<file path="src/rtl/ball_rally_controller_pkg.sv">
// ----------------------------------------------------------------------------
// ball_rally_controller_pkg
// Shared definitions for the pong rally controller: FSM state encoding,
// ball direction values, score width and small helper functions.
// ----------------------------------------------------------------------------
package ball_rally_controller_pkg;

    typedef enum logic [2:0] {
        ST_IDLE      = 3'd0,
        ST_SERVE     = 3'd1,
        ST_PLAY      = 3'd2,
        ST_SCORED    = 3'd3,
        ST_GAME_OVER = 3'd4
    } state_e;

    // Direction encoding seen by the horizontal ball datapath.
    localparam logic DIR_RIGHT = 1'b0;
    localparam logic DIR_LEFT  = 1'b1;

    localparam int SCORE_W = 4;

    // Bits needed for a counter that runs 0 .. max_count-1.
    function automatic int cnt_width(input int max_count);
        return (max_count < 2) ? 1 : $clog2(max_count);
    endfunction

    // Score increment that holds at the winning score instead of wrapping.
    function automatic logic [SCORE_W-1:0] sat_inc(input logic [SCORE_W-1:0] score,
                                                   input logic [SCORE_W-1:0] limit);
        return (score >= limit) ? score : score + SCORE_W'(1);
    endfunction

endpackage

</file>
<file path="src/rtl/ball_rally_controller_blank_edge_detect.sv">
// ----------------------------------------------------------------------------
// blank_edge_detect
// Registers one blanking signal and reports its rising and falling edges.
// The pulses are valid in the cycle the new level is first seen on i_Blank.
//   i_Clk    pixel clock
//   i_Rst_n  asynchronous active-low reset
//   i_Blank  blanking input (HBlank or VBlank)
//   o_Rise   i_Blank is 1 now and was 0 last cycle
//   o_Fall   i_Blank is 0 now and was 1 last cycle
// ----------------------------------------------------------------------------
module blank_edge_detect (
    input  logic i_Clk,
    input  logic i_Rst_n,
    input  logic i_Blank,
    output logic o_Rise,
    output logic o_Fall
);

    logic blank_d;
    logic blank_q;

    always_comb begin
        blank_d = i_Blank;
    end

    // NOTE: sequential state uses non-blocking assignment so every flop samples
    // the pre-edge values of its neighbours, independent of statement order.
    always_ff @(posedge i_Clk or negedge i_Rst_n) begin
        if (!i_Rst_n) begin
            blank_q <= 1'b0;
        end else begin
            blank_q <= blank_d;
        end
    end

    assign o_Rise = i_Blank & ~blank_q;
    assign o_Fall = ~i_Blank & blank_q;

endmodule

</file>
<file path="src/rtl/ball_rally_controller.sv">
// ----------------------------------------------------------------------------
// ball_rally_controller
// Sequences a pong rally. Ball/paddle video is watched during each frame and
// condensed into sticky flags; once per frame (VBlank rise) the FSM decides
// bounce, point or game end. All outputs are registered.
//   i_Clk, i_Rst_n      pixel clock, asynchronous active-low reset
//   i_HBlank, i_VBlank  blanking from the VGA timing generator
//   i_Ball_Video        ball pixel on
//   i_Paddle_L_Video    left paddle pixel on
//   i_Paddle_R_Video    right paddle pixel on
//   i_Start             level, starts a game from IDLE or GAME_OVER
//   o_HDir              ball direction (0 right, 1 left)
//   o_Ball_Move         ball position may advance
//   o_Ball_Visible      ball video enable
//   o_Recenter          one-cycle pulse on entering SERVE
//   o_Score_L/R         player scores
//   o_Game_Over         high in GAME_OVER
// ----------------------------------------------------------------------------
module ball_rally_controller
    import ball_rally_controller_pkg::*;
#(
    parameter int p_SERVE_FRAMES = 60,
    parameter int p_SCORE_FRAMES = 90,
    parameter int p_WIN_SCORE    = 9
) (
    input  logic               i_Clk,
    input  logic               i_Rst_n,
    input  logic               i_HBlank,
    input  logic               i_VBlank,
    input  logic               i_Ball_Video,
    input  logic               i_Paddle_L_Video,
    input  logic               i_Paddle_R_Video,
    input  logic               i_Start,
    output logic               o_HDir,
    output logic               o_Ball_Move,
    output logic               o_Ball_Visible,
    output logic               o_Recenter,
    output logic [SCORE_W-1:0] o_Score_L,
    output logic [SCORE_W-1:0] o_Score_R,
    output logic               o_Game_Over
);

    localparam int CNT_MAX = (p_SERVE_FRAMES > p_SCORE_FRAMES) ? p_SERVE_FRAMES
                                                               : p_SCORE_FRAMES;
    localparam int CNT_W   = cnt_width(CNT_MAX);

    localparam logic [CNT_W-1:0]   SERVE_LAST = CNT_W'(p_SERVE_FRAMES - 1);
    localparam logic [CNT_W-1:0]   SCORE_LAST = CNT_W'(p_SCORE_FRAMES - 1);
    localparam logic [SCORE_W-1:0] WIN_SCORE  = SCORE_W'(p_WIN_SCORE);

    // ------------------------------------------------------------------
    // Blank edge detection
    // ------------------------------------------------------------------
    logic hblank_rise;
    logic hblank_fall;
    logic frame_tick;
    logic vblank_fall_unused;

    blank_edge_detect u_hblank_edge (
        .i_Clk   (i_Clk),
        .i_Rst_n (i_Rst_n),
        .i_Blank (i_HBlank),
        .o_Rise  (hblank_rise),
        .o_Fall  (hblank_fall)
    );

    blank_edge_detect u_vblank_edge (
        .i_Clk   (i_Clk),
        .i_Rst_n (i_Rst_n),
        .i_Blank (i_VBlank),
        .o_Rise  (frame_tick),
        .o_Fall  (vblank_fall_unused)
    );

    // ------------------------------------------------------------------
    // State
    // ------------------------------------------------------------------
    state_e             state_d,     state_q;
    logic [CNT_W-1:0]   cnt_d,       cnt_q;
    logic               hdir_d,      hdir_q;
    logic               move_d,      move_q;
    logic               visible_d,   visible_q;
    logic               recenter_d,  recenter_q;
    logic               game_over_d, game_over_q;
    logic [SCORE_W-1:0] score_l_d,   score_l_q;
    logic [SCORE_W-1:0] score_r_d,   score_r_q;
    logic               hit_l_d,     hit_l_q;
    logic               hit_r_d,     hit_r_q;
    logic               edge_l_d,    edge_l_q;
    logic               edge_r_d,    edge_r_q;
    logic               ball_prev_d, ball_prev_q;

    logic hit_l_ev;
    logic hit_r_ev;
    logic edge_l_ev;
    logic edge_r_ev;

    // Ball leaving the right side is seen one cycle late: HBlank rises the
    // cycle after the last active pixel, so the previous ball video is used.
    assign hit_l_ev  = i_Ball_Video & i_Paddle_L_Video;
    assign hit_r_ev  = i_Ball_Video & i_Paddle_R_Video;
    assign edge_l_ev = hblank_fall & i_Ball_Video;
    assign edge_r_ev = hblank_rise & ball_prev_q;

    // NOTE: every signal written here gets a default first, so no path leaves
    // it unassigned and no latch is inferred.
    always_comb begin
        state_d     = state_q;
        cnt_d       = cnt_q;
        hdir_d      = hdir_q;
        score_l_d   = score_l_q;
        score_r_d   = score_r_q;
        ball_prev_d = i_Ball_Video;
        recenter_d  = 1'b0;

        // Flags collect a whole frame of PLAY video and are consumed by the tick.
        if (frame_tick) begin
            hit_l_d  = 1'b0;
            hit_r_d  = 1'b0;
            edge_l_d = 1'b0;
            edge_r_d = 1'b0;
        end else if (state_q == ST_PLAY) begin
            hit_l_d  = hit_l_q  | hit_l_ev;
            hit_r_d  = hit_r_q  | hit_r_ev;
            edge_l_d = edge_l_q | edge_l_ev;
            edge_r_d = edge_r_q | edge_r_ev;
        end else begin
            hit_l_d  = hit_l_q;
            hit_r_d  = hit_r_q;
            edge_l_d = edge_l_q;
            edge_r_d = edge_r_q;
        end

        unique case (state_q)
            ST_IDLE, ST_GAME_OVER: begin
                if (i_Start) begin
                    state_d   = ST_SERVE;
                    score_l_d = '0;
                    score_r_d = '0;
                    hdir_d    = DIR_RIGHT;
                end
            end

            ST_SERVE: begin
                if (frame_tick) begin
                    if (cnt_q == SERVE_LAST) begin
                        state_d = ST_PLAY;
                    end else begin
                        cnt_d = cnt_q + CNT_W'(1);
                    end
                end
            end

            ST_PLAY: begin
                // A paddle hit outranks an edge in the same frame; only the
                // paddle the ball is travelling toward counts.
                if (frame_tick) begin
                    if (hit_r_q && hdir_q == DIR_RIGHT) begin
                        hdir_d = DIR_LEFT;
                    end else if (hit_l_q && hdir_q == DIR_LEFT) begin
                        hdir_d = DIR_RIGHT;
                    end else if (edge_r_q && hdir_q == DIR_RIGHT) begin
                        score_l_d = sat_inc(score_l_q, WIN_SCORE);
                        state_d   = ST_SCORED;
                    end else if (edge_l_q && hdir_q == DIR_LEFT) begin
                        score_r_d = sat_inc(score_r_q, WIN_SCORE);
                        state_d   = ST_SCORED;
                    end
                end
            end

            ST_SCORED: begin
                // hdir is left untouched: it still points at the player who
                // missed, which is where the next serve goes.
                if (frame_tick) begin
                    if (cnt_q == SCORE_LAST) begin
                        if (score_l_q == WIN_SCORE || score_r_q == WIN_SCORE) begin
                            state_d = ST_GAME_OVER;
                        end else begin
                            state_d = ST_SERVE;
                        end
                    end else begin
                        cnt_d = cnt_q + CNT_W'(1);
                    end
                end
            end

            default: begin
                state_d = ST_IDLE;
            end
        endcase

        if (state_d != state_q) begin
            cnt_d = '0;
            if (state_d == ST_SERVE) begin
                recenter_d = 1'b1;
            end
        end

        // Outputs are decoded from the next state so they change on the same
        // edge as the state register.
        visible_d   = (state_d == ST_SERVE) || (state_d == ST_PLAY);
        move_d      = (state_d == ST_PLAY);
        game_over_d = (state_d == ST_GAME_OVER);
    end

    // NOTE: all state, including the sticky flags, is cleared by the
    // asynchronous reset so a mid-game reset leaves nothing pending.
    always_ff @(posedge i_Clk or negedge i_Rst_n) begin
        if (!i_Rst_n) begin
            state_q     <= ST_IDLE;
            cnt_q       <= '0;
            hdir_q      <= DIR_RIGHT;
            move_q      <= 1'b0;
            visible_q   <= 1'b0;
            recenter_q  <= 1'b0;
            game_over_q <= 1'b0;
            score_l_q   <= '0;
            score_r_q   <= '0;
            hit_l_q     <= 1'b0;
            hit_r_q     <= 1'b0;
            edge_l_q    <= 1'b0;
            edge_r_q    <= 1'b0;
            ball_prev_q <= 1'b0;
        end else begin
            state_q     <= state_d;
            cnt_q       <= cnt_d;
            hdir_q      <= hdir_d;
            move_q      <= move_d;
            visible_q   <= visible_d;
            recenter_q  <= recenter_d;
            game_over_q <= game_over_d;
            score_l_q   <= score_l_d;
            score_r_q   <= score_r_d;
            hit_l_q     <= hit_l_d;
            hit_r_q     <= hit_r_d;
            edge_l_q    <= edge_l_d;
            edge_r_q    <= edge_r_d;
            ball_prev_q <= ball_prev_d;
        end
    end

    assign o_HDir         = hdir_q;
    assign o_Ball_Move    = move_q;
    assign o_Ball_Visible = visible_q;
    assign o_Recenter     = recenter_q;
    assign o_Score_L      = score_l_q;
    assign o_Score_R      = score_r_q;
    assign o_Game_Over    = game_over_q;

endmodule
</file>
<file path="config.mk">
export PLATFORM = sky130hd
export DESIGN_NAME = ball_rally_controller
export DESIGN_NICKNAME = d
export VERILOG_FILES = /design/src/rtl/ball_rally_controller_pkg.sv /design/src/rtl/ball_rally_controller_blank_edge_detect.sv /design/src/rtl/ball_rally_controller.sv
export SDC_FILE = /design/constraint.sdc
export NUM_CORES = 1
export LEC_CHECK = 0
export BUFFER_PORTS_ARGS = -buffer_cell sky130_fd_sc_hd__buf_4
export CORE_MARGIN = 4
export CORE_UTILIZATION = 45
export CTS_CLUSTER_DIAMETER = 80
export DETAILED_ROUTE_END_ITERATION = 8
export PLACE_DENSITY = 0.66
export SYNTH_ARGS = -nofsm -noshare
export SYNTH_HDL_FRONTEND = slang
export SYNTH_SLANG_ARGS = --single-unit
export TNS_END_PERCENT = 10
</file>
<file path="constraint.sdc">
create_clock -name i_Clk -period 2.2 [get_ports i_Clk]
set_input_delay 0 -clock i_Clk [delete_from_list [all_inputs] [get_ports i_Clk]]
set_output_delay 0 -clock i_Clk [all_outputs]
set_load 0.03 [all_outputs]
</file>
==> flow_metrics.env, run 1 <==
export IMPL_rows=21
export IMPL_fin_crit_sh_pct=80.9
export IMPL_drt_pre_antenna_iters=4
export IMPL_dr_total_vias=1349
export IMPL_grt_pass1_vias=1375
export IMPL_tns_ns=0
export IMPL_cts_resized=0
export IMPL_netlist_top_cell_by_area="dfrtp_1"
export IMPL_drt_total_wl_um=3560
export IMPL_swShare_pct=27.7
export IMPL_yosysMostFrequentCell="dfrtp_1"
export IMPL_clkLatencyLatePin_ns=0.28
export IMPL_endpoint_kind="flip-flop"
export IMPL_slew_headroom_pct=67.2
export IMPL_power_frac_comb_pct=16.3
export IMPL_core_mm2=0.00347
export IMPL_viasPerCell=5.62
export IMPL_ys_seq_elements=30
export IMPL_finish_utilization_pct=58.5
export IMPL_die_h_um=69.0
export IMPL_syn_inst=161
export IMPL_wire_per_inst_um=14.8
export IMPL_setup_viol=0
export IMPL_worst_pin_slew_ns=0.490
export IMPL_cts_tree="yes"
export IMPL_synth_common_cells="dfrtp_1 (30), inv_1 (12), nand2_1 (10), nor2_1 (10), nor3_1 (9)"
export IMPL_synth_flop_cell="dfrtp_1"
export IMPL_async_reset_ff_share_pct=100
export IMPL_root_buffer="clkbuf_8"
export IMPL_yosysWarnings=0
export IMPL_die_w_um=69.0
export IMPL_min_path_type="in -> async"
export IMPL_synth_edf_count=0
export IMPL_internal_power_uw=952
export IMPL_pwr_share_seq_pct=49.8
export IMPL_yosysSeqAreaShare_pct=44.9
export IMPL_grt_pass1_wl_um=6460
export IMPL_start_util_pct=48.2
export IMPL_io_pins=21
export IMPL_clockPowerShare_pct=33.9
export IMPL_crit_start="cnt_q[0]"
export IMPL_timing_final_crit_period_ns=1.78
export IMPL_io_buffers=20
export IMPL_synth_cell_types=48
export IMPL_antenna_cells=0
export IMPL_hold_buffers=7
export IMPL_post_cts_setup_buffer_count=0
export IMPL_hold_violations=0
export IMPL_p_sw_uw=365
export IMPL_max_freq_mhz=562
export IMPL_syn_avg_cell_area_um2=10.4
export IMPL_synth_area_mm2=0.00167
export IMPL_cts_buffer_depth=2
export IMPL_final_nets=209
export IMPL_criticalPathCategory="reg -> reg"
export IMPL_synth_top_cells_by_area="dfrtp_1 (45%), ha_1 (6.0%), nor3_1 (2.7%), inv_1 (2.7%), xnor2_1 (2.6%)"
export IMPL_reg2reg_from="cnt_q[0]"
export IMPL_cts_sinks=30
export IMPL_drcViolationCount=0
export IMPL_grt_ovfl_total=0
export IMPL_antenna_found_initial=0
export IMPL_die_area_mm2=0.00476
export IMPL_place_gp_congestion=0.906
export IMPL_syn_nets=177
export IMPL_synth_top_area_share_pct=44.9
export IMPL_critPathLaunchType="flip-flop"
export IMPL_grt_max_degree=31
export IMPL_leakagePower_nw=0.908
export IMPL_cts_buffers=5
export IMPL_path_max_fanout=6
export IMPL_rsz0062_at_grt="false"
export IMPL_dp_hpwl_um=2640
export IMPL_fin_skew_ns=0.00373
export IMPL_drive_gt1_share_pct=22.2
export IMPL_drtAntennaViolNets=0
export IMPL_ir_drop_mv=0.307
export IMPL_clkSlewWorstSetupHoldPaths_ns=0.06
export IMPL_p_per_area_mw_per_mm2=649
export IMPL_grt_util_all_layers_pct=18.6
export IMPL_outcome="finished, final reports clean"
export IMPL_slew_violations=0
export IMPL_drt_initial_drc_count=79
export IMPL_cp_required_ns=2.40
export IMPL_maxCapViolCount=0
export IMPL_cp_arrival_ns=1.98
export IMPL_area_growth_pct=21.3
export IMPL_htree_levels=2
-- power groups by stage --
stage                     sequential, mW  clock (mW)  combinational [mW]
after floorplan                    0.662           0               0.136
after global placement             0.660           0               0.199
after detailed placement           0.662           0               0.206
after CTS                          0.655       0.463               0.218
after global routing               0.664       0.492               0.247
final                              0.656       0.447               0.215
-- stage by stage --
| step | cell area [µm²] | setup slack, ns | hold slack (ns) | power [mW] | cells |
|---|---|---|---|---|---|
| 2_1_floorplan | 1670 | 0.491 | -0.296 | 0.797 | 161 |
| 3_3_place_gp | 1870 | 0.470 | -0.0571 | 0.859 | 225 |
| 3_5_place_dp | 1870 | 0.436 | -0.0517 | 0.868 | 225 |
| 4_1_cts | 2030 | 0.411 | 0.186 | 1.34 | 240 |
| 5_1_grt | 2030 | 0.297 | 0.218 | 1.40 | 240 |
| 6_report | 2030 | 0.419 | 0.180 | 1.32 | 240 |
-- cell usage in the layout, fill, tap and decap left out, types with 3 or more instances in the layout --
cell type      netlist  layout
nand4_1              3       3
nor3_1               9       9
dlygate4sd3_1        0       7
a31oi_1              3       3
ha_1                 8       8
inv_1               12      12
a21oi_1              3       3
o21ai_0              7       7
nand3_1              5       5
nor3b_1              3       3
buf_4                3      22
dfrtp_1             30      30
clkbuf_8             0       6
nand2_1             10      10
xnor2_1              5       5
or3_1                3       3
nor2_1              10      10
nand3b_1             3       3
-- worst max-delay path, stage by stage, from the launching register on --
cell,delay (ns)
dfrtp_1,0.42
ha_1,0.25
nand4_1,0.22
o211ai_4,0.14
or4_1,0.45
a211oi_2,0.22
-- sequential cells by signal, indices dropped and copies added (netlist names), 3 cells and up --
name	flops
o_Score_L	4
o_Score_R	4
state_q	3
cnt_q	7
-- cell families after synthesis --
group / Yosys count / synth area share [%]
compound gates: 35 / 17.7
buf+inv: 16 / 4.34
flops: 30 / 44.9
mux: 2 / 1.20
fa+ha+maj: 8 / 5.98
simple gates: 65 / 23.3
xor+xnor: 5 / 2.62
-- final cells by class --
cell class / count / area, µm²
Fill cell: 325 / 1440
Tap cell: 46 / 57.6
Clock inverter: 1 / 5.00
Multi-Input combinational cell: 115 / 850
Timing Repair Buffer: 29 / 235
Sequential cell: 30 / 751
Clock buffer: 7 / 86.3
Inverter: 12 / 45.0
-- worst paths after layout --
| check | to | slack (ns) | depth (start not counted) |
|---|---|---|---|
| worst max-delay path | cnt_q[2] | 0.42 | 5 |
| worst min-delay path | o_Game_Over | 0.18 | 2 |
| worst max register to register | cnt_q[2] | 0.42 | 5 |
| worst min register to register | edge_l_q | 0.51 | 2 |
| max in group asynchronous | o_Score_L[2] | 1.75 | 2 |
| min in group i_Clk | u_hblank_edge.blank_q | 0.40 | 2 |
-- routing by layer --
metal	GRT usage (%)	vias to the layer above	part of all wire, %
li1	-	648	-
met1	23.9	661	45
met2	28.9	33	48
met3	4.54	7	4.5
met4	9.49	0	2.0
met5	0	-	0
No activity file was read; power rests on OpenSTA's default activity.
==> inputs of run 2 (changes only) <==
- PLACE_DENSITY: 0.66 -> 0.69
- clock period: 2.2 -> 1.49 ns (I/O delays scaled with it)
==> run 2 against run 1 <==
  * The flow now finishes with violations (setup timing)
  * Worst hold slack worse by 0.028 ns
  * Via count up 12%
  * Design area up 22%
  * Count of clock-buffer cells in the layout down 1
  * Critical endpoint is now o_Recenter
  * Highest routed layer unchanged
==> flow_metrics.env, run 2 (synthesis gave the netlist of run 1 again) <==
export IMPL_root_buffer="clkbuf_8"
export IMPL_drt_pre_antenna_iters=4
export IMPL_grt_util_all_layers_pct=20.7
export IMPL_layout_common_cells="buf_4 (59), dfrtp_1 (24), nand2_1 (10), inv_1 (9), nor2_1 (8)"
export IMPL_antenna_cells=0
export IMPL_hold_violations=0
export IMPL_grt_busiest_layer="met2"
export IMPL_core_mm2=0.00347
export IMPL_largest_reg_flops=7
export IMPL_grt_max_degree=31
export IMPL_finish_utilization_pct=71.1
export IMPL_use_met2_pct=38.0
export IMPL_final_common_cell="buf_4"
export IMPL_die_w_um=69.0
export IMPL_drtAntennaViolNets=0
export IMPL_drcViolationCount=0
export IMPL_ir_drop_mv=0.728
export IMPL_io_buffers=20
export IMPL_antenna_found_initial=0
export IMPL_slowest_delay_ns=0.44
export IMPL_cp_required_ns=1.71
export IMPL_start_util_pct=48.2
export IMPL_path_buf_inv=1
export IMPL_crit_chain="inv_1, ha_1, nand4bb_1, or3_4, a21oi_2, o211a_1"
export IMPL_io_pins=21
export IMPL_dp_cells=261
export IMPL_clkSlewWorstSetupHoldPaths_ns=0.07
export IMPL_criticalPathCategory="reg -> reg"
export IMPL_regMostFlops="cnt_q"
export IMPL_slew_violations=0
export IMPL_viasPerCell=5.42
export IMPL_cts_sinks=30
export IMPL_wire_per_inst_um=14.9
export IMPL_drive_gt1_share_pct=45.5
export IMPL_path_max_fanout=4
export IMPL_drt_total_wl_um=4170
export IMPL_max_freq_mhz=571
export IMPL_hold_slack_ns=0.152
export IMPL_cts_tree="yes"
export IMPL_setup_viol=19
export IMPL_drt_initial_drc_count=73
export IMPL_die_h_um=69.0
export IMPL_dp_slack_ns=-0.239
export IMPL_violations="setup timing"
export IMPL_fin_crit_sh_pct=118
export IMPL_met1_usage_pct=23.9
export IMPL_p_per_area_mw_per_mm2=972
export IMPL_endpoint_kind="flip-flop"
export IMPL_place_gp_congestion=0.869
export IMPL_instances_no_fill=279
export IMPL_area_growth_pct=47.5
export IMPL_rsz0062_at_grt="true"
export IMPL_rows=21
export IMPL_crit_family="simple AND/OR/NAND/NOR gates"
export IMPL_use_met3_pct=6.00
export IMPL_cts_buffer_depth=2
export IMPL_clkLatencyLatePin_ns=0.28
export IMPL_dr_total_vias=1511
export IMPL_outcome="complete, but fails checks"
export IMPL_grt_pass1_wl_um=7220
export IMPL_slew_headroom_pct=71.2
export IMPL_cp_arrival_ns=1.97
export IMPL_leakagePower_nw=1.14
export IMPL_dp_hpwl_um=3010
export IMPL_grt_pass1_vias=1579
export IMPL_critPathLaunchType="flip-flop"
export IMPL_min_path_type="in -> reg"
export IMPL_worst_pin_slew_ns=0.430
export IMPL_post_layout_total_power_mw=2.40
export IMPL_crit_slowest_cell="or3_4"
export IMPL_fin_ws_ns=-0.262
export IMPL_cts_buffers=5
export IMPL_fin_skew_ns=0.00432
export IMPL_timing_final_crit_period_ns=1.75
export IMPL_grt_ovfl_total=0
export IMPL_maxCapViolCount=0
export IMPL_htree_levels=2
export IMPL_die_area_mm2=0.00476
export IMPL_final_nets=248
## run 2: worst paths after layout
path | start | to | slack [ns] | cells past startpoint
max in group asynchronous | i_Rst_n | o_Score_L[1] | 0.99 | 2
hold / removal | i_VBlank | o_HDir | 0.15 | 3
setup / recovery | cnt_q[1] | o_Recenter | -0.26 | 6
setup reg to reg | cnt_q[1] | o_Recenter | -0.26 | 6
hold reg to reg | edge_r_q | edge_r_q | 0.52 | 2
min in group asynchronous | i_Rst_n | o_Score_R[0] | 0.19 | 2
## run 2: per-layer routing
metal / wire [µm] / vias up / part of all wire (%)
li1: - / 729 / -
met1: 1860 / 750 / 45
met2: 2110 / 27 / 50
met3: 169 / 5 / 4.1
met4: 35 / 0 / 0.84
met5: 0 / - / 0
## run 2: worst register-to-register path: cells and delay by family (launching register included)
kind / cells / cell delay (ns)
buffers and inverters: 1 / 0.08
flip-flops: 1 / 0.42
AND/OR/NAND/NOR: 2 / 0.61
AO/OA/AOI/OAI: 2 / 0.44
adder cells (fa/ha/maj): 1 / 0.15
## run 2: repair_timing
action / CTS / global route
endpoints found under the hold margin: 37 / 0
pin swaps: 5 / 4
hold buffers: 7 / 0
setup endpoints to repair: 20 / 24
gates resized for setup: 12 / 5
buffers inserted: 3 / 0
## run 2: per-stage QoR
stage | cell area [µm²] | setup TNS [ns]
2_1_floorplan | 1690 | -1.21
3_3_place_gp | 2160 | -2.36
3_5_place_dp | 2160 | -3.12
4_1_cts | 2440 | -3.27
5_1_grt | 2470 | -4.52
6_report | 2470 | -3.16
## run 2: final cells by class
cell class	instances	area, µm²
Clock buffer	6	82.6
Clock inverter	2	60.1
Fill cell	253	1000
Inverter	12	45.0
Multi-Input combinational cell	115	928
Sequential cell	30	758
Tap cell	46	57.6
Timing Repair Buffer	68	536
## run 2: report_power, final
| part | leakage [nW] | switching (mW) | total, mW | internal, mW |
|---|---|---|---|---|
| clock network | 0.0714 | 0.311 | 1.02 | 0.713 |
| logic | 0.690 | 0.201 | 0.416 | 0.215 |
| registers | 0.378 | 0.0758 | 0.960 | 0.884 |
==> inputs of run 3 (changes only) <==
- CORE_UTILIZATION: 45 -> 57
- PLACE_DENSITY: 0.69 -> 0.81
- clock period: 1.49 -> 2 ns (I/O delays scaled with it)
==> run 3 against run 2 <==
  * The run now ends clean
  * Global-route usage fell by 1.1 points
  * Critical endpoint is now o_Ball_Visible
  * Sequential power fell by 25%
  * Clock power fell by 37%
==> flow_metrics.env, run 3 (synthesis gave the netlist of run 1 again) <==
export IMPL_outcome="finished, final reports clean"
export IMPL_cts_tree="yes"
export IMPL_grt_pass1_vias=1358
export IMPL_cp_required_ns=2.22
export IMPL_worst_pin_slew_ns=0.511
export IMPL_ir_drop_mv=0.960
export IMPL_final_area_mm2=0.00203
export IMPL_path_max_fanout=4
export IMPL_grt_pass1_wl_um=6150
export IMPL_clkLatencyLatePin_ns=0.33
export IMPL_min_path_type="in -> async"
export IMPL_rows=19
export IMPL_criticalPathCategory="reg -> reg"
export IMPL_root_buffer="clkbuf_4"
export IMPL_cts_buffers=5
export IMPL_area_growth_pct=21.4
export IMPL_cts_resized=0
export IMPL_pwr_share_seq_pct=45.0
export IMPL_power_frac_comb_pct=15.0
export IMPL_p_per_area_mw_per_mm2=789
export IMPL_tns_ns=0
export IMPL_cp_arrival_ns=2.01
export IMPL_place_gp_congestion=0.981
export IMPL_fin_crit_sh_pct=89.8
export IMPL_grt_util_all_layers_pct=19.6
export IMPL_fin_skew_ns=0.00881
export IMPL_post_cts_setup_buffer_count=0
export IMPL_antenna_found_initial=0
export IMPL_swShare_pct=25.5
export IMPL_critPathLaunchType="flip-flop"
export IMPL_slew_violations=0
export IMPL_rsz0062_at_grt="false"
export IMPL_drive_gt1_share_pct=22.7
export IMPL_viasPerCell=6.08
export IMPL_drt_pre_antenna_iters=4
export IMPL_antenna_cells=0
export IMPL_io_buffers=20
export IMPL_layout_common_cells="dfrtp_1 (30), buf_4 (22), inv_1 (12), nand2_1 (10), nor2_1 (10)"
export IMPL_die_h_um=62.2
export IMPL_max_freq_mhz=557
export IMPL_io_pins=21
export IMPL_regMostFlops="cnt_q"
export IMPL_largest_reg_flops=7
export IMPL_grt_max_degree=31
export IMPL_core_mm2=0.00278
export IMPL_maxCapViolCount=0
export IMPL_internal_power_mw=1.19
export IMPL_slew_headroom_pct=65.8
export IMPL_dr_total_vias=1367
export IMPL_leakagePower_nw=0.918
export IMPL_drcViolationCount=0
export IMPL_final_nets=209
export IMPL_cts_buffer_depth=2
export IMPL_final_common_cell="dfrtp_1"
export IMPL_cts_sinks=30
export IMPL_hold_slack_ns=0.116
export IMPL_die_w_um=62.2
export IMPL_dp_hpwl_um=2520
export IMPL_clkSlewWorstSetupHoldPaths_ns=0.10
export IMPL_finish_utilization_pct=73.0
export IMPL_drtAntennaViolNets=0
export IMPL_setup_viol=0
export IMPL_wire_per_inst_um=15.9
export IMPL_die_area_mm2=0.00387
export IMPL_grt_ovfl_total=0
export IMPL_p_sw_uw=408
export IMPL_hold_violations=0
export IMPL_htree_levels=2
export IMPL_timing_final_crit_period_ns=1.80
export IMPL_start_util_pct=60.1
export IMPL_drt_total_wl_um=3570
export IMPL_drt_initial_drc_count=85
export IMPL_clockPowerShare_pct=39.9
export IMPL_endpoint_kind="flip-flop"
export IMPL_hold_buffers=7
export IMPL_place_area_mm2=0.00185
## run 3: cell types whose count changed in the layout (fill, tap and decap cells not counted), moves of 3 or more
cell      before  now
dfrtp_2        6    0
clkbuf_4       0    5
dfrtp_1       24   30
inv_2          3    0
ha_1           5    8
inv_1          9   12
ha_2           3    0
buf_4         59   22
clkbuf_8       6    1
## run 3: through the flow
stage / setup slack, ns / instances / power (mW)
2_1_floorplan: 0.291 / 161 / 0.877
3_3_place_gp: 0.278 / 210 / 0.945
3_5_place_dp: 0.251 / 210 / 0.959
4_1_cts: 0.227 / 225 / 1.61
5_1_grt: 0.126 / 225 / 1.69
6_report: 0.204 / 225 / 1.60
## run 3: path summary, 6_finish.rpt
path | from | endpoint | slack, ns | cells past startpoint
setup reg to reg | o_Score_L[1] | o_Ball_Visible | 0.20 | 6
min in group i_Clk | i_Ball_Video | ball_prev_q | 0.36 | 2
max in group asynchronous | i_Rst_n | o_Score_L[0] | 1.61 | 2
setup / recovery | o_Score_L[1] | o_Ball_Visible | 0.20 | 6
hold / removal | i_Rst_n | state_q[1] | 0.12 | 2
hold reg to reg | edge_r_q | edge_r_q | 0.51 | 2
## run 3: metal layers
layer / track usage [%] / up-vias / share of wire (%)
met5: 0 / - / 0
met4: 6.78 / 0 / 2.1
met3: 5.77 / 10 / 4.7
met2: 31.5 / 34 / 49
met1: 24.9 / 673 / 44
li1: - / 650 / -
## run 3: worst max-delay path, cell delays in order (launching register included)
cell      delay, ns
dfrtp_1        0.42
inv_1          0.11
ha_1           0.17
nand3b_1       0.11
a211oi_1       0.41
o211ai_1       0.27
xnor2_1        0.19
## run 3: layout make-up
type | instances | area (µm²)
fill | 193 | 751
sequential | 30 | 751
clock inverter | 2 | 60.1
multi-input combinational | 115 | 850
inverter | 12 | 45.0
clock buffer | 6 | 51.3
tap | 31 | 38.8
timing repair buffer | 29 | 235
## run 3: power by group through the flow
stage	Clock, mW	Combinational, mW	Sequential [mW]
2_1_floorplan	0	0.149	0.728
3_3_place_gp	0	0.219	0.726
3_5_place_dp	0	0.228	0.731
4_1_cts	0.652	0.241	0.718
5_1_grt	0.692	0.266	0.729
6_report	0.640	0.241	0.722
